**src/rtl/signal_alarm_monitor_if.sv**
```systemverilog
// Sample/control bundle between the bench or upstream monitor and the alarm stage.
// master drives sample_en/control_in/status_in/threshold/clear_alarm; slave returns
// alarm/warn/state_out/peak_value/event_count. CNT_W must match the monitor's CNT_W.
interface signal_alarm_monitor_if #(
  parameter int CNT_W = 8
);
  logic             sample_en;
  logic [3:0]       control_in;
  logic [2:0]       status_in;
  logic [3:0]       threshold;
  logic             clear_alarm;
  logic             alarm;
  logic             warn;
  logic [1:0]       state_out;
  logic [3:0]       peak_value;
  logic [CNT_W-1:0] event_count;

  modport master (
    output sample_en, control_in, status_in,
    output threshold, clear_alarm,
    input  alarm, warn, state_out,
    input  peak_value, event_count
  );

  modport slave (
    input  sample_en, control_in, status_in,
    input  threshold, clear_alarm,
    output alarm, warn, state_out,
    output peak_value, event_count
  );
endinterface

```
**src/rtl/signal_alarm_monitor.sv**
```systemverilog
// Debounced threshold alarm on the upstream control value, with peak and trip count.
// Ports: clk, reset (sync, active-high), bus (slave: sample inputs in, alarm status out).
// Build option: ALARM_LATCH_EN keeps the alarm set in RELEASE until clear/reset.
module signal_alarm_monitor #(
  parameter int TRIP_COUNT    = 3,
  parameter int RELEASE_COUNT = 4,
  parameter int CNT_W         = 8
) (
  input  logic                  clk,
  input  logic                  reset,
  signal_alarm_monitor_if.slave bus
);

  typedef enum logic [1:0] {
    IDLE    = 2'b00,
    WATCH   = 2'b01,
    ALARM   = 2'b10,
    RELEASE = 2'b11
  } state_t;

  localparam int RW = $clog2(TRIP_COUNT + 1);
  localparam int LW = $clog2(RELEASE_COUNT + 1);
  localparam logic [RW-1:0] TRIP_L = RW'(TRIP_COUNT);
  localparam logic [LW-1:0] REL_L  = LW'(RELEASE_COUNT);
  localparam logic [CNT_W-1:0] EV_MAX = '1;

  state_t           state_q, state_d;
  logic [RW-1:0]    run_q, run_d;
  logic [LW-1:0]    rel_q, rel_d;
  logic [3:0]       peak_q, peak_d;
  logic [CNT_W-1:0] evt_q, evt_d;

  logic valid, over, under;

  // status 111 marks upstream test/average samples: not real data
  always_comb begin
    valid = bus.sample_en && (bus.status_in != 3'b111);
    over  = valid && (bus.threshold != 4'd0) &&
            (bus.control_in >= bus.threshold);
    under = valid && !over;
  end

  always_comb begin
    state_d = state_q;
    run_d   = run_q;
    rel_d   = rel_q;
    peak_d  = peak_q;
    evt_d   = evt_q;
    if (bus.clear_alarm) begin
      state_d = IDLE;
      run_d   = '0;
      rel_d   = '0;
      peak_d  = '0;
    end else begin
      if (valid && (bus.control_in > peak_q))
        peak_d = bus.control_in;
      unique case (state_q)
        IDLE: begin
          if (over) begin
            if (TRIP_COUNT == 1) begin
              state_d = ALARM;
              run_d   = '0;
            end else begin
              state_d = WATCH;
              run_d   = RW'(1);
            end
          end
        end
        WATCH: begin
          if (over) begin
            if (run_q + RW'(1) == TRIP_L) begin
              state_d = ALARM;
              run_d   = '0;
            end else begin
              run_d = run_q + RW'(1);
            end
          end else if (under) begin
            state_d = IDLE;
            run_d   = '0;
          end
        end
        ALARM: begin
          if (under) begin
`ifdef ALARM_LATCH_EN
            state_d = RELEASE;
            rel_d   = LW'(1);
`else
            if (RELEASE_COUNT == 1) begin
              state_d = IDLE;
              rel_d   = '0;
            end else begin
              state_d = RELEASE;
              rel_d   = LW'(1);
            end
`endif
          end
        end
        RELEASE: begin
          if (over) begin
            state_d = ALARM;
            rel_d   = '0;
          end else if (under) begin
`ifdef ALARM_LATCH_EN
            // latched: count saturates, only clear/reset leaves
            if (rel_q != REL_L)
              rel_d = rel_q + LW'(1);
`else
            if (rel_q + LW'(1) == REL_L) begin
              state_d = IDLE;
              rel_d   = '0;
            end else begin
              rel_d = rel_q + LW'(1);
            end
`endif
          end
        end
      endcase
      // only fresh trips count; RELEASE->ALARM is the same event
      if ((state_d == ALARM) &&
          ((state_q == IDLE) || (state_q == WATCH)) &&
          (evt_q != EV_MAX))
        evt_d = evt_q + CNT_W'(1);
    end
  end

  always_ff @(posedge clk) begin
    if (reset) begin
      state_q <= IDLE;
      run_q   <= '0;
      rel_q   <= '0;
      peak_q  <= '0;
      evt_q   <= '0;
    end else begin
      state_q <= state_d;
      run_q   <= run_d;
      rel_q   <= rel_d;
      peak_q  <= peak_d;
      evt_q   <= evt_d;
    end
  end

  assign bus.alarm       = state_q[1];
  assign bus.warn        = (state_q == WATCH);
  assign bus.state_out   = state_q;
  assign bus.peak_value  = peak_q;
  assign bus.event_count = evt_q;

endmodule

```
**src/flat_wrapper.sv**
```systemverilog
// flat-port wrapper written by rule: the top's interface ports become plain ports
module signal_alarm_monitor_flat 
#(
  parameter int TRIP_COUNT    = 3,
  parameter int RELEASE_COUNT = 4,
  parameter int CNT_W         = 8
)
  (clk, reset, bus_sample_en, bus_control_in, bus_status_in, bus_threshold, bus_clear_alarm, bus_alarm, bus_warn, bus_state_out, bus_peak_value, bus_event_count);
  signal_alarm_monitor_if #(.CNT_W(CNT_W)) bus_i ();
  input  logic clk;
  input  logic reset;
  input wire logic [$bits(bus_i.sample_en)-1:0] bus_sample_en;
  input wire logic [$bits(bus_i.control_in)-1:0] bus_control_in;
  input wire logic [$bits(bus_i.status_in)-1:0] bus_status_in;
  input wire logic [$bits(bus_i.threshold)-1:0] bus_threshold;
  input wire logic [$bits(bus_i.clear_alarm)-1:0] bus_clear_alarm;
  output wire logic [$bits(bus_i.alarm)-1:0] bus_alarm;
  output wire logic [$bits(bus_i.warn)-1:0] bus_warn;
  output wire logic [$bits(bus_i.state_out)-1:0] bus_state_out;
  output wire logic [$bits(bus_i.peak_value)-1:0] bus_peak_value;
  output wire logic [$bits(bus_i.event_count)-1:0] bus_event_count;
  assign bus_i.sample_en = bus_sample_en;
  assign bus_i.control_in = bus_control_in;
  assign bus_i.status_in = bus_status_in;
  assign bus_i.threshold = bus_threshold;
  assign bus_i.clear_alarm = bus_clear_alarm;
  assign bus_alarm = bus_i.alarm;
  assign bus_warn = bus_i.warn;
  assign bus_state_out = bus_i.state_out;
  assign bus_peak_value = bus_i.peak_value;
  assign bus_event_count = bus_i.event_count;
  signal_alarm_monitor #(.TRIP_COUNT(TRIP_COUNT), .RELEASE_COUNT(RELEASE_COUNT), .CNT_W(CNT_W)) u_core (.clk(clk), .reset(reset), .bus(bus_i));
endmodule
```
**config.mk**
```make
export PLATFORM = sky130hd
export DESIGN_NAME = signal_alarm_monitor_flat
export DESIGN_NICKNAME = d
export VERILOG_FILES = /design/src/rtl/signal_alarm_monitor_if.sv /design/src/rtl/signal_alarm_monitor.sv /design/src/flat_wrapper.sv
export SDC_FILE = /design/constraint.sdc
export NUM_CORES = 1
export LEC_CHECK = 0
export CORE_MARGIN = 2
export CORE_UTILIZATION = 45
export CTS_CLUSTER_DIAMETER = 50
export DETAILED_ROUTE_END_ITERATION = 8
export PLACE_DENSITY = 0.74
export SLEW_MARGIN = 20
export SYNTH_ARGS = -nofsm -noshare
export SYNTH_HDL_FRONTEND = slang
export SYNTH_SLANG_ARGS = --single-unit
```
**constraint.sdc**
```tcl
create_clock -name clk -period 2.6 [get_ports clk]
set_input_delay 0.52 -clock clk [delete_from_list [all_inputs] [get_ports clk]]
set_output_delay 0.52 -clock clk [all_outputs]
set_load 0.02 [all_outputs]
```
; After elaboration in Yosys (flattened, before gate mapping)
; Cells that the tools add are included.
[op_classes]
muxes = 20
n_eq_ne = 12
order_cmp = 2
add_sub_neg = 3
bitwise_logic = 1
n_reduce_logical = 17
[ops]
columns = cell, n
row1 = 2-bit 2-to-1 mux, 13
row2 = 3-bit 2-to-1 mux, 4
row3 = 8-bit by 1-bit adder with 8-bit output (second input constant), 1
row4 = 2-bit == test (second input constant), 4
row5 = 8-bit != test (second input constant), 1
row6 = 2-bit one-hot mux with 4 select lines, 1
row7 = 1-bit logical AND, 7
row8 = 3-bit by 1-bit != test with 1-bit output (second input constant), 2
row9 = 3-bit one-hot mux with 2 select lines, 1
row10 = 3-bit AND reduction, 2
row11 = 4-bit >= comparator, 1
row12 = 4-bit > comparator, 1
row13 = 2-bit by 1-bit != test with 1-bit output (second input constant), 2
row14 = 2-bit one-hot mux with 2 select lines, 1
row15 = 2-bit nonzero test, 2
row16 = 4-bit nonzero test, 1
row17 = 3-bit by 1-bit adder with 3-bit output (second input constant), 1
row18 = 3-bit == test (second input constant), 1
row19 = 3-bit != test (second input constant), 1
row20 = 2-bit by 1-bit adder with 2-bit output (second input constant), 1
row21 = 2-bit by 1-bit == test with 1-bit output (second input constant), 1
row22 = 2-bit logical NOT, 1
row23 = 2-bit AND reduction, 1
row24 = 2-bit OR reduction, 1
row25 = other kinds (3), 3
[totals]
wordCells = 60
out_inout_bits = 16
reg_bits = 19

; Logic depth before layout (Yosys ltp)
[logic_depth]
ltp_word = 14
depth_mapped = 9
depth_no_buf = 7

; Worst setup path after synthesis
; OpenSTA, ideal clock, no wires.
[synth_timing]
kind = input to register
start = input port bus_control_in[0]
end = register u_core.evt_q[2], in the netlist u_core.bus.event_count[2]
path_stages = 9
arrival_time_ps = 2074
slack_ps = 405
path_cell_list = inv_1 -> ha_1 -> nand2b_1 -> a2111oi_2 -> or2_1 -> buf_6 -> buf_12 -> nor3_2 -> mux2_4
[synth_between]
elab_chain_len = 12
[synth_lines]
columns = element, line
row1 = start: declaration, flat_wrapper.sv:13  ; input wire logic [$bits(bus_i.control_in)-1:0] bus_control_in;
row2 = 4-bit >= comparator *, signal_alarm_monitor.sv:39  ; (bus.control_in >= bus.threshold);
row3 = 1-bit logical AND *, signal_alarm_monitor.sv:38  ; over = valid && (bus.threshold != 4'd0) &&
row4 = 1-bit logical NOT, signal_alarm_monitor.sv:40  ; under = valid && !over;
row5 = 1-bit logical AND, signal_alarm_monitor.sv:40
row6 = 2-bit 2-to-1 mux (on tied branches), "signal_alarm_monitor.sv:102, signal_alarm_monitor.sv:77"
row7 = 2-bit 2-to-1 mux (on tied branches), "signal_alarm_monitor.sv:99, signal_alarm_monitor.sv:70"
row8 = 2-bit one-hot mux with 4 select lines *, signal_alarm_monitor.sv:57  ; unique case (state_q)
row9 = 2-bit 2-to-1 mux *, signal_alarm_monitor.sv:49  ; if (bus.clear_alarm) begin
row10 = 2-bit == test *, signal_alarm_monitor.sv:119  ; if ((state_d == ALARM) &&
row11 = 1-bit logical AND *, signal_alarm_monitor.sv:119
row12 = 1-bit logical AND *, signal_alarm_monitor.sv:120  ; ((state_q == IDLE) || (state_q == WATCH)) &&
row13 = 2-bit AND reduction (no line) *, --
row14 = end signal: assignment, signal_alarm_monitor.sv:138  ; evt_q <= evt_d;
row15 = end: declaration, signal_alarm_monitor.sv:31  ; logic [CNT_W-1:0] evt_q, evt_d;
; Every way passes the cells marked *; elsewhere a longest branch is shown, timed or not. The select of a mux whose other input is x is not followed.
; A chain may end at the register's enable or synchronous reset.

; Worst setup path in the final report
[layout_timing]
start = input port bus_threshold[2]
end = register u_core.evt_q[5], in the netlist u_core.bus.event_count[5]
[layout_between]
elab_chain_len = 13
[layout_lines]
columns = element, line
row1 = start: declaration, flat_wrapper.sv:15  ; input wire logic [$bits(bus_i.threshold)-1:0] bus_threshold;
row2 = branches (longest 2 deep; another with 4-bit >= comparator), --
row3 = 1-bit logical AND *, signal_alarm_monitor.sv:38
row4 = 1-bit logical NOT, signal_alarm_monitor.sv:40
row5 = 1-bit logical AND, signal_alarm_monitor.sv:40
row6 = 2-bit 2-to-1 mux (on tied branches), "signal_alarm_monitor.sv:102, signal_alarm_monitor.sv:77"
row7 = 2-bit 2-to-1 mux (on tied branches), "signal_alarm_monitor.sv:99, signal_alarm_monitor.sv:70"
row8 = 2-bit one-hot mux with 4 select lines *, signal_alarm_monitor.sv:57
row9 = 2-bit 2-to-1 mux *, signal_alarm_monitor.sv:49
row10 = 2-bit == test *, signal_alarm_monitor.sv:119
row11 = 1-bit logical AND *, signal_alarm_monitor.sv:119
row12 = 1-bit logical AND *, signal_alarm_monitor.sv:120
row13 = 2-bit AND reduction (no line) *, --
; Every way passes the cells marked *. The select of a mux whose other input is x is not followed.

==> run metrics <==
crit path cell chain=clkdlybuf4s50_1 -> inv_1 -> ha_1 -> o21a_1 -> o21ai_2 -> or2_1 -> buf_12 -> nor4_1 -> mux2_2; RSZ-0062 raised after global routing=no; Synth async-reset ratio=0%; Setup Crit Path Kind=in2reg; most frequent cell after synthesis=dfxtp_1; DRC Markers=0; buffers added on ports=30; Final Slew Violations=0; initial antenna violation count=0; Worst EP arrival=2.58 ns; CTS Buffer Depth=2; Chip Width=57.23 um; Synth Cell Area=1275 sq um; Worst Skew=0.01264 ns; Top delay family on crit path=buffers and inverters; initial detailed-routing violation count=51; share of layout cells above drive strength 1=17.22%; post-DP HPWL=about 2200 um; Initial Util=46.64%; CTS root buf=clkbuf_4; CP required=2.80 ns; crit end category=flop; FF-to-FF path depth=6; CTS sink count=19; syn avg cell area=8.916 sq um; die area=about 3300 sq um; Pleak=about 0.00063 uW; total vias in the final route=1191; total power divided by cell area=356.0 nW/um^2; TritonCTS Buffers=3; P&R area growth vs syn=30.52%; Tmin final=2.379 ns; CP max stage delay=0.49 ns; IO Pins=31; vias per inst=5.645; outcome=completed; largest net degree at the start of global routing=19; Fin Setup TNS=0 ns; share of the synthesized area in the top cell type=29.83%; PostCTS Resize Cnt=0; slew margin rel.=between 70% and 80%; Total Routing Usage GR=18.52%; flop-to-flop setup slack=0.70 ns; Post-DRT Antenna Nets=0; Post-synth top flop=dfxtp_1; Max Fclk=approximately 420 MHz; final WL=2827 um; number of global-route vias before repair=1124; Final Hold Vio Count=0; first-pass iteration count of the detailed router=4; chip height=between 50 and 60 um; Rows=19; Worst Path Buf+Inv=3; nets=roughly 210; Tightest Pin Transition=between 0.4 and 0.5 ns; Period Utilization, post-route=91.51%; hold depth=2; grt total ovfl=0; number of synthesized flops with an enable pin=0; Seq cells post-synth=19; hold_buf cts=0; Skew-Pair Late Insertion Delay=0.31 ns; Worst Path Max Fanout=18; Yosys cell types=51; startpoint types=primary input; post-synthesis sequential area ratio=29.83%; top cells by count, synth=19 x dfxtp_1, 14 x nor2_1, 11 x ha_1; postcts setup bufs=0; Synth Warn #=0; antenna cells=0; Slowest-stage cell, CP=clkdlybuf4s50_1; Hold Path Origin=u_core.rel_q[1]; top post-synthesis cells by area=dfxtp_1 30%, ha_1 11%, nor2_1 4.1%, a21oi_1 3.9%, mux2_2 3.5%; VDD IR-drop max=0.0003597 V; Core Region=2734 sq um; CTS tree=yes; area leader, netlist=dfxtp_1; Hold Path Sink=u_core.rel_q[1]; routability congestion estimate=0.7922; final setup vio count=0; reg2reg end=u_core.bus.event_count[6]; Syn Nets=approximately 170; H-tree levels=1; total design power=592.5 uW; first-pass GRT wire length=4823 um; Clock transition at path regs=0.13 ns; synthesized instance count=143; wire per inst=13.40 um; Reg2Reg Launch Point=u_core.bus.event_count[2]; Hold Crit Class=reg2reg; Max Cap Viol=0
==> sequential cells by signal, indices dropped and copies added, names as in the netlist <==
name / flops
u_core.bus.state_out: 2
u_core.run_q: 2
u_core.rel_q: 3
u_core.bus.event_count: 8
u_core.bus.peak_value: 4
==> cells in the final DEF (no fill, tap or decap), types with 2 or more instances in the layout <==
cell,netlist,routed
nor4_1,3,3
nor2_1,14,14
nand2_1,8,8
buf_4,1,9
a21oi_1,10,10
mux2i_1,4,4
ha_1,11,11
clkdlybuf4s50_1,0,30
or4_1,4,4
mux2_2,4,4
nand3_1,5,5
inv_1,8,8
nand4_1,4,4
o31ai_1,4,4
dfxtp_1,19,19
o21ai_0,2,2
nor2b_1,6,6
clkbuf_4,0,3
==> metal layers <==
layer	vias to the layer above	share of wire, %	global-route usage (%)	wire, um
met2	32	51	34.81	1435
met4	0	0.35	4.651	10
met3	2	4.7	4.535	134
li1	600	-	-	-
met1	557	44	20.73	1245
met5	-	0	0	0
==> cell families after synthesis <==
group	count (synthesis)	synth area share, %
flops	19	29.83
mux	9	7.850
buf+inv	16	7.752
xor+xnor	1	0.6871
fa+ha+maj	11	10.79
compound gates	30	17.67
simple gates	57	25.42
==> power by group <==
part	total (uW)	leakage, uW	internal (uW)	switching (uW)
sequential	299	0.000153	294	4.32
clock	160	0.0000177	57.5	103
combinational	134	0.000457	69.4	64.4
==> worst max-delay path by stage <==
stage                           start                   endpoint  slack, ns  depth (start not counted)
finish               bus_threshold[2]  u_core.bus.event_count[5]       0.22                          9
global route        bus_control_in[0]  u_core.bus.event_count[4]       0.11                          9
CTS                  bus_threshold[2]  u_core.bus.event_count[5]       0.23                          9
detailed placement  bus_control_in[0]  u_core.bus.event_count[5]      -0.11                          9
global placement    bus_control_in[0]  u_core.bus.event_count[5]      -0.07                          9
floorplan           bus_control_in[0]  u_core.bus.event_count[2]       0.41                          9
==> worst min-delay path, stage by stage (launching register included) <==
cell     delay (ns)
dfxtp_1        0.35
nand2_1        0.06
a21oi_1        0.06
==> layout make-up <==
class	instances	area, sq um
clock inverter	1	5.005
fill	245	1070
timing repair buffer	40	387.9
inverter	9	33.78
clock buffer	3	22.52
multi-input combinational	108	795.8
tap	31	38.79
sequential	19	380.4
==> per-stage QoR <==
stage | utilization (%) | std cells | area [sq um] | hold slack [ns] | setup slack (ns)
global route | 60.87 | 211 | 1664 | 0.5384 | 0.1117
global placement | 59.86 | 207 | 1637 | 0.4725 | -0.07412
finish | 60.87 | 211 | 1664 | 0.5036 | 0.2208
floorplan | - | 143 | 1275 | 0.4567 | 0.4051
detailed placement | 59.86 | 207 | 1637 | 0.4893 | -0.1053
CTS | 60.87 | 211 | 1664 | 0.5067 | 0.2332
Power figures use the tool's default switching activity.
